--- src/rtl/reg_writeback_pkg.sv ---
// Shared types and default sizing for the register write-back block.
// reg_id_t : architectural register index (32 registers, r0 hard-wired zero)
// op_t     : operand / result word
// wb_entry_t : one buffered long-latency result (destination + data)
package reg_writeback_pkg;

  localparam int unsigned REG_ID_W = 5;
  localparam int unsigned OP_W     = 32;
  localparam int unsigned NUM_REGS = 32;

  localparam int unsigned WB_FIFO_DEPTH_DEFAULT      = 2;
  localparam int unsigned WB_MAX_OUTSTANDING_DEFAULT = 4;

  typedef logic [REG_ID_W-1:0] reg_id_t;
  typedef logic [OP_W-1:0]     op_t;

  typedef struct packed {
    reg_id_t id;
    op_t     data;
  } wb_entry_t;

endpackage

--- src/rtl/wb_fifo.sv ---
// Small circular buffer holding LSU results until the write port is free.
// Ports:
//   clk, rst_n        : clock, synchronous active-low reset
//   push_valid        : enqueue push_entry (accepted when not full, or when
//                       a pop happens in the same cycle)
//   push_entry        : result to enqueue
//   pop               : dequeue strobe (ignored when empty)
//   head              : oldest entry, valid while !empty
//   full, empty       : occupancy flags
module wb_fifo
  import reg_writeback_pkg::*;
#(
  parameter int unsigned DEPTH = WB_FIFO_DEPTH_DEFAULT
) (
  input  logic      clk,
  input  logic      rst_n,
  input  logic      push_valid,
  input  wb_entry_t push_entry,
  input  logic      pop,
  output wb_entry_t head,
  output logic      full,
  output logic      empty
);

  localparam int unsigned PTR_W = (DEPTH > 1) ? $clog2(DEPTH) : 1;
  localparam int unsigned CNT_W = $clog2(DEPTH + 1);

  wb_entry_t        mem [DEPTH];
  logic [PTR_W-1:0] wr_ptr;
  logic [PTR_W-1:0] rd_ptr;
  logic [CNT_W-1:0] count;
  logic             do_push;
  logic             do_pop;

  // Pointer increment with wrap at DEPTH (DEPTH need not be a power of two)
  function automatic logic [PTR_W-1:0] ptr_inc(input logic [PTR_W-1:0] p);
    return (p == PTR_W'(DEPTH - 1)) ? '0 : p + PTR_W'(1);
  endfunction

  assign full    = (count == CNT_W'(DEPTH));
  assign empty   = (count == '0);
  assign do_pop  = pop && !empty;
  assign do_push = push_valid && (!full || do_pop);
  assign head    = mem[rd_ptr];

  // Pointer and occupancy state
  always_ff @(posedge clk) begin
    if (!rst_n) begin
      wr_ptr <= '0;
      rd_ptr <= '0;
      count  <= '0;
    end else begin
      if (do_push) wr_ptr <= ptr_inc(wr_ptr);
      if (do_pop)  rd_ptr <= ptr_inc(rd_ptr);
      count <= count + CNT_W'(do_push) - CNT_W'(do_pop);
    end
  end

  // Storage needs no reset; entries are only read once written
  always_ff @(posedge clk) begin
    if (do_push) mem[wr_ptr] <= push_entry;
  end

endmodule

--- src/rtl/reg_writeback.sv ---
// Register-file write-back arbiter with long-latency destination scoreboard.
// ALU results write one cycle later and always win the write port; LSU
// results are buffered in wb_fifo and drain when the ALU is idle. A pending
// bit per register tracks reserved long-latency destinations for decode.
// Optional macro WB_BYPASS_EN adds forwarding outputs and clears pending
// bits one cycle earlier (on the edge that registers the LSU write).
// Ports:
//   clk, rst_n                      : clock, synchronous active-low reset
//   alu_valid/alu_id/alu_data       : single-cycle result, always accepted
//   issue_valid/issue_id/issue_ready: reserve a long-latency destination
//   lsu_valid/lsu_id/lsu_data/lsu_ready : long-latency result handshake
//   enable_write/write_id/write_data: registered register-file write port
//   rs_id/rt_id, rs_pending/rt_pending : combinational hazard query
//   rs_fwd/rt_fwd, rs_fwd_data/rt_fwd_data : forwarding (WB_BYPASS_EN only)
module reg_writeback
  import reg_writeback_pkg::*;
#(
  parameter int unsigned WB_FIFO_DEPTH      = WB_FIFO_DEPTH_DEFAULT,
  parameter int unsigned WB_MAX_OUTSTANDING = WB_MAX_OUTSTANDING_DEFAULT
) (
  input  logic    clk,
  input  logic    rst_n,
  input  logic    alu_valid,
  input  reg_id_t alu_id,
  input  op_t     alu_data,
  input  logic    issue_valid,
  input  reg_id_t issue_id,
  output logic    issue_ready,
  input  logic    lsu_valid,
  input  reg_id_t lsu_id,
  input  op_t     lsu_data,
  output logic    lsu_ready,
  output logic    enable_write,
  output reg_id_t write_id,
  output op_t     write_data,
`ifdef WB_BYPASS_EN
  output logic    rs_fwd,
  output logic    rt_fwd,
  output op_t     rs_fwd_data,
  output op_t     rt_fwd_data,
`endif
  input  reg_id_t rs_id,
  input  reg_id_t rt_id,
  output logic    rs_pending,
  output logic    rt_pending
);

  localparam int unsigned CNT_W = $clog2(WB_MAX_OUTSTANDING + 1);

  logic [NUM_REGS-1:0] pending;
  logic [NUM_REGS-1:0] pending_d;
  logic [CNT_W-1:0]    outstanding;
  wb_entry_t           fifo_head;
  logic                fifo_full;
  logic                fifo_empty;
  logic                fifo_push;
  logic                fifo_pop;
  logic                alu_take;
  logic                issue_fire;
  logic                clr_fire;
  reg_id_t             clr_id;
  logic                wb_en_d;
  reg_id_t             wb_id_d;
  op_t                 wb_data_d;

  // Results for r0 are dropped outright: no write, no buffering
  assign lsu_ready = !fifo_full;
  assign fifo_push = lsu_valid && lsu_ready && (lsu_id != '0);
  assign alu_take  = alu_valid && (alu_id != '0);
  assign fifo_pop  = !alu_take && !fifo_empty;

  wb_fifo #(
    .DEPTH (WB_FIFO_DEPTH)
  ) u_fifo (
    .clk        (clk),
    .rst_n      (rst_n),
    .push_valid (fifo_push),
    .push_entry ({lsu_id, lsu_data}),
    .pop        (fifo_pop),
    .head       (fifo_head),
    .full       (fifo_full),
    .empty      (fifo_empty)
  );

  // Write-port select: ALU first, then oldest buffered LSU result
  always_comb begin
    wb_en_d   = 1'b0;
    wb_id_d   = '0;
    wb_data_d = '0;
    if (alu_take) begin
      wb_en_d   = 1'b1;
      wb_id_d   = alu_id;
      wb_data_d = alu_data;
    end else if (fifo_pop) begin
      wb_en_d   = 1'b1;
      wb_id_d   = fifo_head.id;
      wb_data_d = fifo_head.data;
    end
  end

  // Registered write port
  always_ff @(posedge clk) begin
    if (!rst_n) begin
      enable_write <= 1'b0;
      write_id     <= '0;
      write_data   <= '0;
    end else begin
      enable_write <= wb_en_d;
      write_id     <= wb_id_d;
      write_data   <= wb_data_d;
    end
  end

`ifdef WB_BYPASS_EN
  // Decode can forward the registered write, so the reservation ends as soon
  // as the write is registered
  assign clr_id   = fifo_head.id;
  assign clr_fire = fifo_pop && pending[fifo_head.id];

  assign rs_fwd      = enable_write && (write_id == rs_id) && (rs_id != '0);
  assign rt_fwd      = enable_write && (write_id == rt_id) && (rt_id != '0);
  assign rs_fwd_data = write_data;
  assign rt_fwd_data = write_data;
`else
  // Remembers that the current write came from the LSU path
  logic wb_from_lsu;

  always_ff @(posedge clk) begin
    if (!rst_n) wb_from_lsu <= 1'b0;
    else        wb_from_lsu <= fifo_pop;
  end

  // Without forwarding the reservation holds until the write is in the file
  assign clr_id   = write_id;
  assign clr_fire = enable_write && wb_from_lsu && pending[write_id];
`endif

  assign issue_ready = !pending[issue_id] && (outstanding < CNT_W'(WB_MAX_OUTSTANDING));
  assign issue_fire  = issue_valid && issue_ready && (issue_id != '0);

  // Clear applied before set so a same-bit collision leaves the bit set
  always_comb begin
    pending_d = pending;
    if (clr_fire)   pending_d[clr_id]   = 1'b0;
    if (issue_fire) pending_d[issue_id] = 1'b1;
  end

  // Scoreboard state
  always_ff @(posedge clk) begin
    if (!rst_n) begin
      pending     <= '0;
      outstanding <= '0;
    end else begin
      pending     <= pending_d;
      outstanding <= outstanding + CNT_W'(issue_fire) - CNT_W'(clr_fire);
    end
  end

  assign rs_pending = pending[rs_id] && (rs_id != '0);
  assign rt_pending = pending[rt_id] && (rt_id != '0);

  // An ALU write into a reserved register is a protocol violation upstream
  always_ff @(posedge clk) begin
    if (rst_n && alu_valid && (alu_id != '0)) begin
      assert (!pending[alu_id]);
    end
  end

endmodule

--- config.mk ---
export PLATFORM = sky130hd
export DESIGN_NAME = reg_writeback
export DESIGN_NICKNAME = d
export VERILOG_FILES = /design/src/rtl/reg_writeback_pkg.sv /design/src/rtl/wb_fifo.sv /design/src/rtl/reg_writeback.sv
export SDC_FILE = /design/constraint.sdc
export NUM_CORES = 1
export LEC_CHECK = 0
export BUFFER_PORTS_ARGS = -buffer_cell sky130_fd_sc_hd__buf_2
export CAP_MARGIN = 40
export CORE_MARGIN = 2
export CORE_UTILIZATION = 25
export CTS_CLUSTER_DIAMETER = 150
export DETAILED_ROUTE_END_ITERATION = 16
export PLACE_DENSITY_LB_ADDON = 0.25
export SETUP_SLACK_MARGIN = 0.2
export SLEW_MARGIN = 25
export SYNTH_ARGS = -nofsm -noshare
export SYNTH_HDL_FRONTEND = slang
export SYNTH_HIERARCHICAL = 1
export SYNTH_SLANG_ARGS = --single-unit
--- constraint.sdc ---
create_clock -name clk -period 4.7 [get_ports clk]
set_clock_uncertainty 0.15 [all_clocks]
set_input_delay 0.705 -clock clk [delete_from_list [all_inputs] [get_ports clk]]
set_output_delay 0.705 -clock clk [all_outputs]
set_load 0.01 [all_outputs]
# After elaboration in Yosys (flattened, before gate mapping)
# Memories as Yosys holds them, arrays and structs flattened. A register that Yosys moved wholly into a read port is not among the register bits.
# Cells that the tools add are included.
[totals] regBits=78 n_memories=1 word_cells=79 ramBits=74
[op_classes] reduce_logical=26 n_bitwise=3 magnitude_cmp=7 add_sub_neg=6 muxes=26 eq_ne=1
[mem_list] name="u_fifo.mem" words=2 width=37 rd=1 rd_ports_with_merged_regs=1 wr=1 line="wb_fifo.sv:28" text="wb_entry_t mem [DEPTH];"
[op_table] operator="32-bit two-way mux" count=4
[op_table] operator="32-bit AND" count=1
[op_table] operator="32-bit inverter" count=1
[op_table] operator="32-bit OR" count=1
[op_table] operator="5-bit nonzero test" count=5
[op_table] operator="5-bit by 6-bit less-than comparator with 1-bit output (second input constant)" count=4
[op_table] operator="1-bit binary-select mux with 5-bit select" count=4
[op_table] operator="1-bit logical AND" count=15
[op_table] operator="1-bit two-way mux" count=14
[op_table] operator="1-bit demux with 5-bit select" count=2
[op_table] operator="5-bit by 1-bit >= comparator with 1-bit output (second input constant)" count=2
[op_table] operator="5-bit two-way mux" count=2
[op_table] operator="1-bit logical NOT" count=4
[op_table] operator="3-bit by 1-bit adder with 3-bit output" count=1
[op_table] operator="3-bit less-than comparator (second input constant)" count=1
[op_table] operator="3-bit by 1-bit subtractor with 3-bit output" count=1
[op_table] operator="1-bit adder (second input constant)" count=2
[op_table] operator="2-bit by 1-bit adder with 2-bit output" count=1
[op_table] operator="2-bit == test (second input constant)" count=1
[op_table] operator="2-bit logical NOT" count=1
[op_table] operator="2-bit by 1-bit subtractor with 2-bit output" count=1
[op_table] operator="1-bit logical OR" count=1

# Longest topological paths before layout
[depth] ltp_word=9 ltp_mapped=15 ltp_nobuf=13

# By module
# Netlist, hierarchy kept.
[by_module_without_submodules] mod="reg_writeback" area_per_inst_um2=3971.3 seq_area_each_um2=1481.4 n_inst=1 cells_each=372
[by_module_without_submodules] mod="wb_fifo" area_per_inst_um2=3065.4 seq_area_each_um2=2322.2 n_inst=1 cells_each=147

# Least setup slack after synthesis
# Ideal clock, no wire load.
[synth_path] path_type="input-to-reg" startpoint="input port alu_id[3]" endpoint="memory u_fifo/mem[0][0] (netlist name) (enable)" arrival_ps=3341 cell_stages=5 n_path_buf=0 setup_slack_ps=778 setup_ps=431 path_cell_list="or4_1 o21ai_1 and2b_1 o21ai_2 nor2_1"
[synth_between] elab_chain_cells=9
[synth_rtl] element="from (decl)" line="reg_writeback.sv:24" text="input reg_id_t alu_id,"
[synth_rtl] element="5-bit nonzero test"
[synth_rtl] element="1-bit logical AND" line="reg_writeback.sv:69" text="assign alu_take = alu_valid && (alu_id != '0);"
[synth_rtl] element="1-bit logical NOT" line="reg_writeback.sv:70" text="assign fifo_pop = !alu_take && !fifo_empty;"
[synth_rtl] element="1-bit logical AND" line="reg_writeback.sv:70"
[synth_rtl] element="named net fifo_pop" line="reg_writeback.sv:57" text="logic fifo_pop;"
[synth_rtl] element="1-bit logical AND" line="wb_fifo.sv:42" text="assign do_pop = pop && !empty;"
[synth_rtl] element="1-bit logical OR" line="wb_fifo.sv:43" text="assign do_push = push_valid && (!full || do_pop);"
[synth_rtl] element="1-bit logical AND" line="wb_fifo.sv:43"
[synth_rtl] element="1-bit two-way mux" line="wb_fifo.sv:61" text="if (do_push) mem[wr_ptr] <= push_entry;"
[synth_rtl] element="1-bit two-way mux (not written as such)" line="wb_fifo.sv:61"
[synth_rtl] element="to (decl)" line="wb_fifo.sv:28"
# The timed path passes the listed nets, and every way through them passes these cells.

# Final worst setup path
[layout_path] startpoint="register write_id[0]" endpoint="register outstanding[2]"
[layout_between] elab_chain_cells=4
[layout_rtl] element="from (decl)" line="reg_writeback.sv:34" text="output reg_id_t write_id,"
[layout_rtl] element="from (signal assigned)" line="reg_writeback.sv:109" text="write_id <= wb_id_d;"
[layout_rtl] element="1-bit binary-select mux with 5-bit select" line="reg_writeback.sv:135" text="assign clr_fire = enable_write && wb_from_lsu && pending[write_id];"
[layout_rtl] element="1-bit two-way mux (not written as such)" line="reg_writeback.sv:135"
[layout_rtl] element="1-bit logical AND" line="reg_writeback.sv:135"
[layout_rtl] element="3-bit by 1-bit subtractor with 3-bit output" line="reg_writeback.sv:155" text="outstanding <= outstanding + CNT_W'(issue_fire) - CNT_W'(clr_fire);"
[layout_rtl] element="to (signal assigned)" line="reg_writeback.sv:155"
[layout_rtl] element="to (decl)" line="reg_writeback.sv:52" text="logic [CNT_W-1:0] outstanding;"
# Every way passes these cells. The select of a mux whose other input is x is not followed.
# A chain may end at the register's enable or synchronous reset.

==> metrics.txt <==
routed wl met2 roughly 8.6 mm; type of the tightest min-delay check in2reg; Final Hold Viols 0; largest stage delay on the critical path 730 ps; ys flop type dfxtp_1; Root Driver clkbuf_16; GR Overflow Total 0; Die Height 171.8 um; HPWL after detailed placement 13.75 mm; Area Overhead vs Synth 23.92%; Tot Pwr 3765 uW; Setup crit end kind flip-flop; syn_nets 617; core area 0.02778 sq mm; Die ar. between 0.02 and 0.03 sq mm; sequential cell area 0.003805 sq mm; final setup violation count 0; Layout Cells excl Fill 1043; row cnt 61; data arrival time of the worst path 3730 ps; final slew viol count 0; Routed WL per cell about 19 um; overall routing resource usage 13.49%; clk_lat worst skew 430 ps; Distinct cells, synth 65; RSZ-0062 raised after global routing false; Post-synth EDFFs 74; Max-slew headroom approximately 55%; Starting Density 25.33%; # H-tree levels 4; Mean Syn Cell Area 13.56 sq um; delay-heaviest family, CP adder cells; Routed WL 19.51 mm; outcome finished clean; Avg Vias per Cell between 4 and 5; Post-Syn Instances 519; critical path launch point type flip-flop; met1 WL 8.911 mm; num ports 136; DP Cell Count 1007; Post-CTS Resized 0; Synth Register Bits 153; Vias 4938; 1st-iter DRT viols 399; DRT Pass-1 Iters 4; Fmax achieved 280.3 MHz; Seq/Total Area, Yosys 54.05%; layout cell share with drive strength beyond 1 roughly 39%; fin crit share 75.90%; clk slew on worst S/H paths 70 ps; DRT antenna net count 0; Fin Setup TNS 0 ps; Die Wd 171.8 um; Residual DRC 0; crit path kind reg2reg; asr flop ratio synth 0%; largest net degree at the start of global routing 47; worst-path cell chain buf_6, mux2i_1, o22ai_1, o22ai_1, buf_4, and4_1, nor2_1, ha_1, inv_1, ha_1, inv_1, fa_1, xor2_1, xnor2_1, nor2_1; Pleak 0.003249 uW; Max Buffers Root-to-Sink 2; Hold Buf Count CTS 0; first-pass GRT wire length 29.68 mm; max_cap viols 0; Clock Sink Count between 150 and 200; Tmin final 3567 ps; nets 746; Syn. warnings 6; wire length on met3 1.723 mm; Port Buffer Count 135; design area between 0.008 and 0.009 sq mm; PwrDens 431.8 mW/mm^2; synthesized area 0.007037 sq mm; Critical Path RT 4860 ps; top routing layer used met5; crit path max-delay cell type dfxtp_1; global placement routability congestion around 0.85; CTS Buf Count 17; vias in the first global route approximately 5000; # fillers between 2000 and 3000; antenna violations before repair 5; Worst Path Buf+Inv 4; Area after DPL 0.008108 sq mm; Post-CTS Setup Bufs 0; CP max FO 24; Slew @ Worst Pin between 600 and 700 ps; worst vdd ir 0.1730 mV; TritonCTS clock tree built; area of the multi-input gates just over 0.003 sq mm
-- synthesized netlist by cell type, types with 4 or more instances --
| master | count | share of area [%] |
|---|---|---|
| dfxtp_1 | 79 | 22 |
| edfxtp_1 | 74 | 32 |
| nand2_1 | 45 | 2.4 |
| a22o_1 | 34 | 4.2 |
| mux2_4 | 30 | 6.4 |
| mux4_2 | 27 | 8.6 |
| o22ai_1 | 26 | 2.3 |
| a311oi_1 | 23 | 2.9 |
| nor2_1 | 19 | 1.0 |
| mux2i_1 | 15 | 2.1 |
| buf_2 | 14 | 1.0 |
| clkbuf_1 | 14 | 0.75 |
| o21ai_1 | 9 | 0.64 |
| mux2_1 | 7 | 1.1 |
| and2_1 | 6 | 0.53 |
| inv_1 | 6 | 0.32 |
| buf_6 | 5 | 0.80 |
| nand3_1 | 5 | 0.36 |
| nor2b_1 | 5 | 0.44 |
| o21ai_0 | 5 | 0.36 |
| o311ai_0 | 5 | 0.62 |
| mux2_2 | 4 | 0.64 |
| o211ai_1 | 4 | 0.43 |
-- through the flow --
| step | setup slack [ps] | util [%] | hold slack (ps) |
|---|---|---|---|
| finish | 1133 | 31.39 | 311.9 |
| global route | 897.3 | 31.36 | 286.8 |
| detailed placement | 707.0 | 29.18 | 333.9 |
| CTS | 1112 | 31.35 | 289.8 |
| floorplan | 777.7 | - | 287.1 |
| global placement | 716.5 | 29.14 | 328.9 |
-- state kept, by name, indices dropped and copies added (netlist names), named ones only --
signal,count
wb_from_lsu,1
u_fifo/count,2
outstanding,3
u_fifo/mem,74
enable_write,1
u_fifo/wr_ptr,1
write_data,32
pending,32
u_fifo/rd_ptr,1
write_id,5
-- layer usage --
layer	vias to the layer above	global-route usage (%)
met2	194	20.64
met3	21	5.200
met4	2	3.507
met1	2390	17.83
met5	-	0
li1	2331	-
-- cell type report --
type | count | share of cell area (%)
Sequential cell | 153 | 43.64
Multi-Input combinational cell | 323 | 34.74
Timing Repair Buffer | 146 | 8.882
Tap cell | 378 | 5.424
Clock buffer | 17 | 4.879
Clock inverter | 15 | 2.023
Inverter | 7 | 0.3013
Antenna cell | 4 | 0.1148
-- power breakdown --
group / internal [uW] / switching (uW) / total [uW]
sequential: 1600 / 95.9 / 1700
combinational: 327 / 376 / 703
clock: 719 / 646 / 1370
-- final timing paths --
path / from / end / slack, ps / cells past startpoint
max: write_id[0] / outstanding[2] / 1130 / 15
max reg2reg: write_id[0] / outstanding[2] / 1130 / 15
min: lsu_data[3] / u_fifo/mem[1][3] / 310 / 1
min reg2reg: pending[0] / pending[0] / 350 / 1
-- placed cells by master (no fill, tap or decap), drive strengths merged, types with 3 or more instances in the layout --
cell	Yosys	final
a311oi	23	23
a22o	34	34
o21ai	15	15
ha	3	3
clkinv	1	9
mux2i	15	15
dfxtp	79	79
or3	3	3
o311a	3	3
nor2b	5	5
edfxtp	74	74
nand2	45	45
buf	21	146
o22ai	26	26
mux4	28	28
o211ai	4	4
diode	0	4
a21oi	3	3
nand3	5	5
clkbuf	15	17
nor2	19	19
o311ai	5	5
a22oi	3	3
mux2	41	41
nand2b	3	3
nand4b	3	3
inv	6	13
or3b	3	3
and2	6	6
-- logic make-up (layout without fill, tap and decap cells) --
group	count (synthesis)	in the layout	share of synthesized area [%]
AO/OA/AOI/OAI	123	123	13.50
multiplexers	84	84	19.31
AND/OR/NAND/NOR	108	108	8.678
flip-flops	153	153	54.05
adder cells (fa/ha/maj)	4	4	0.8180
buffers and inverters	43	185	3.147
XOR/XNOR	4	4	0.4980
other	0	4	0
Power figures use the tool's default switching activity.
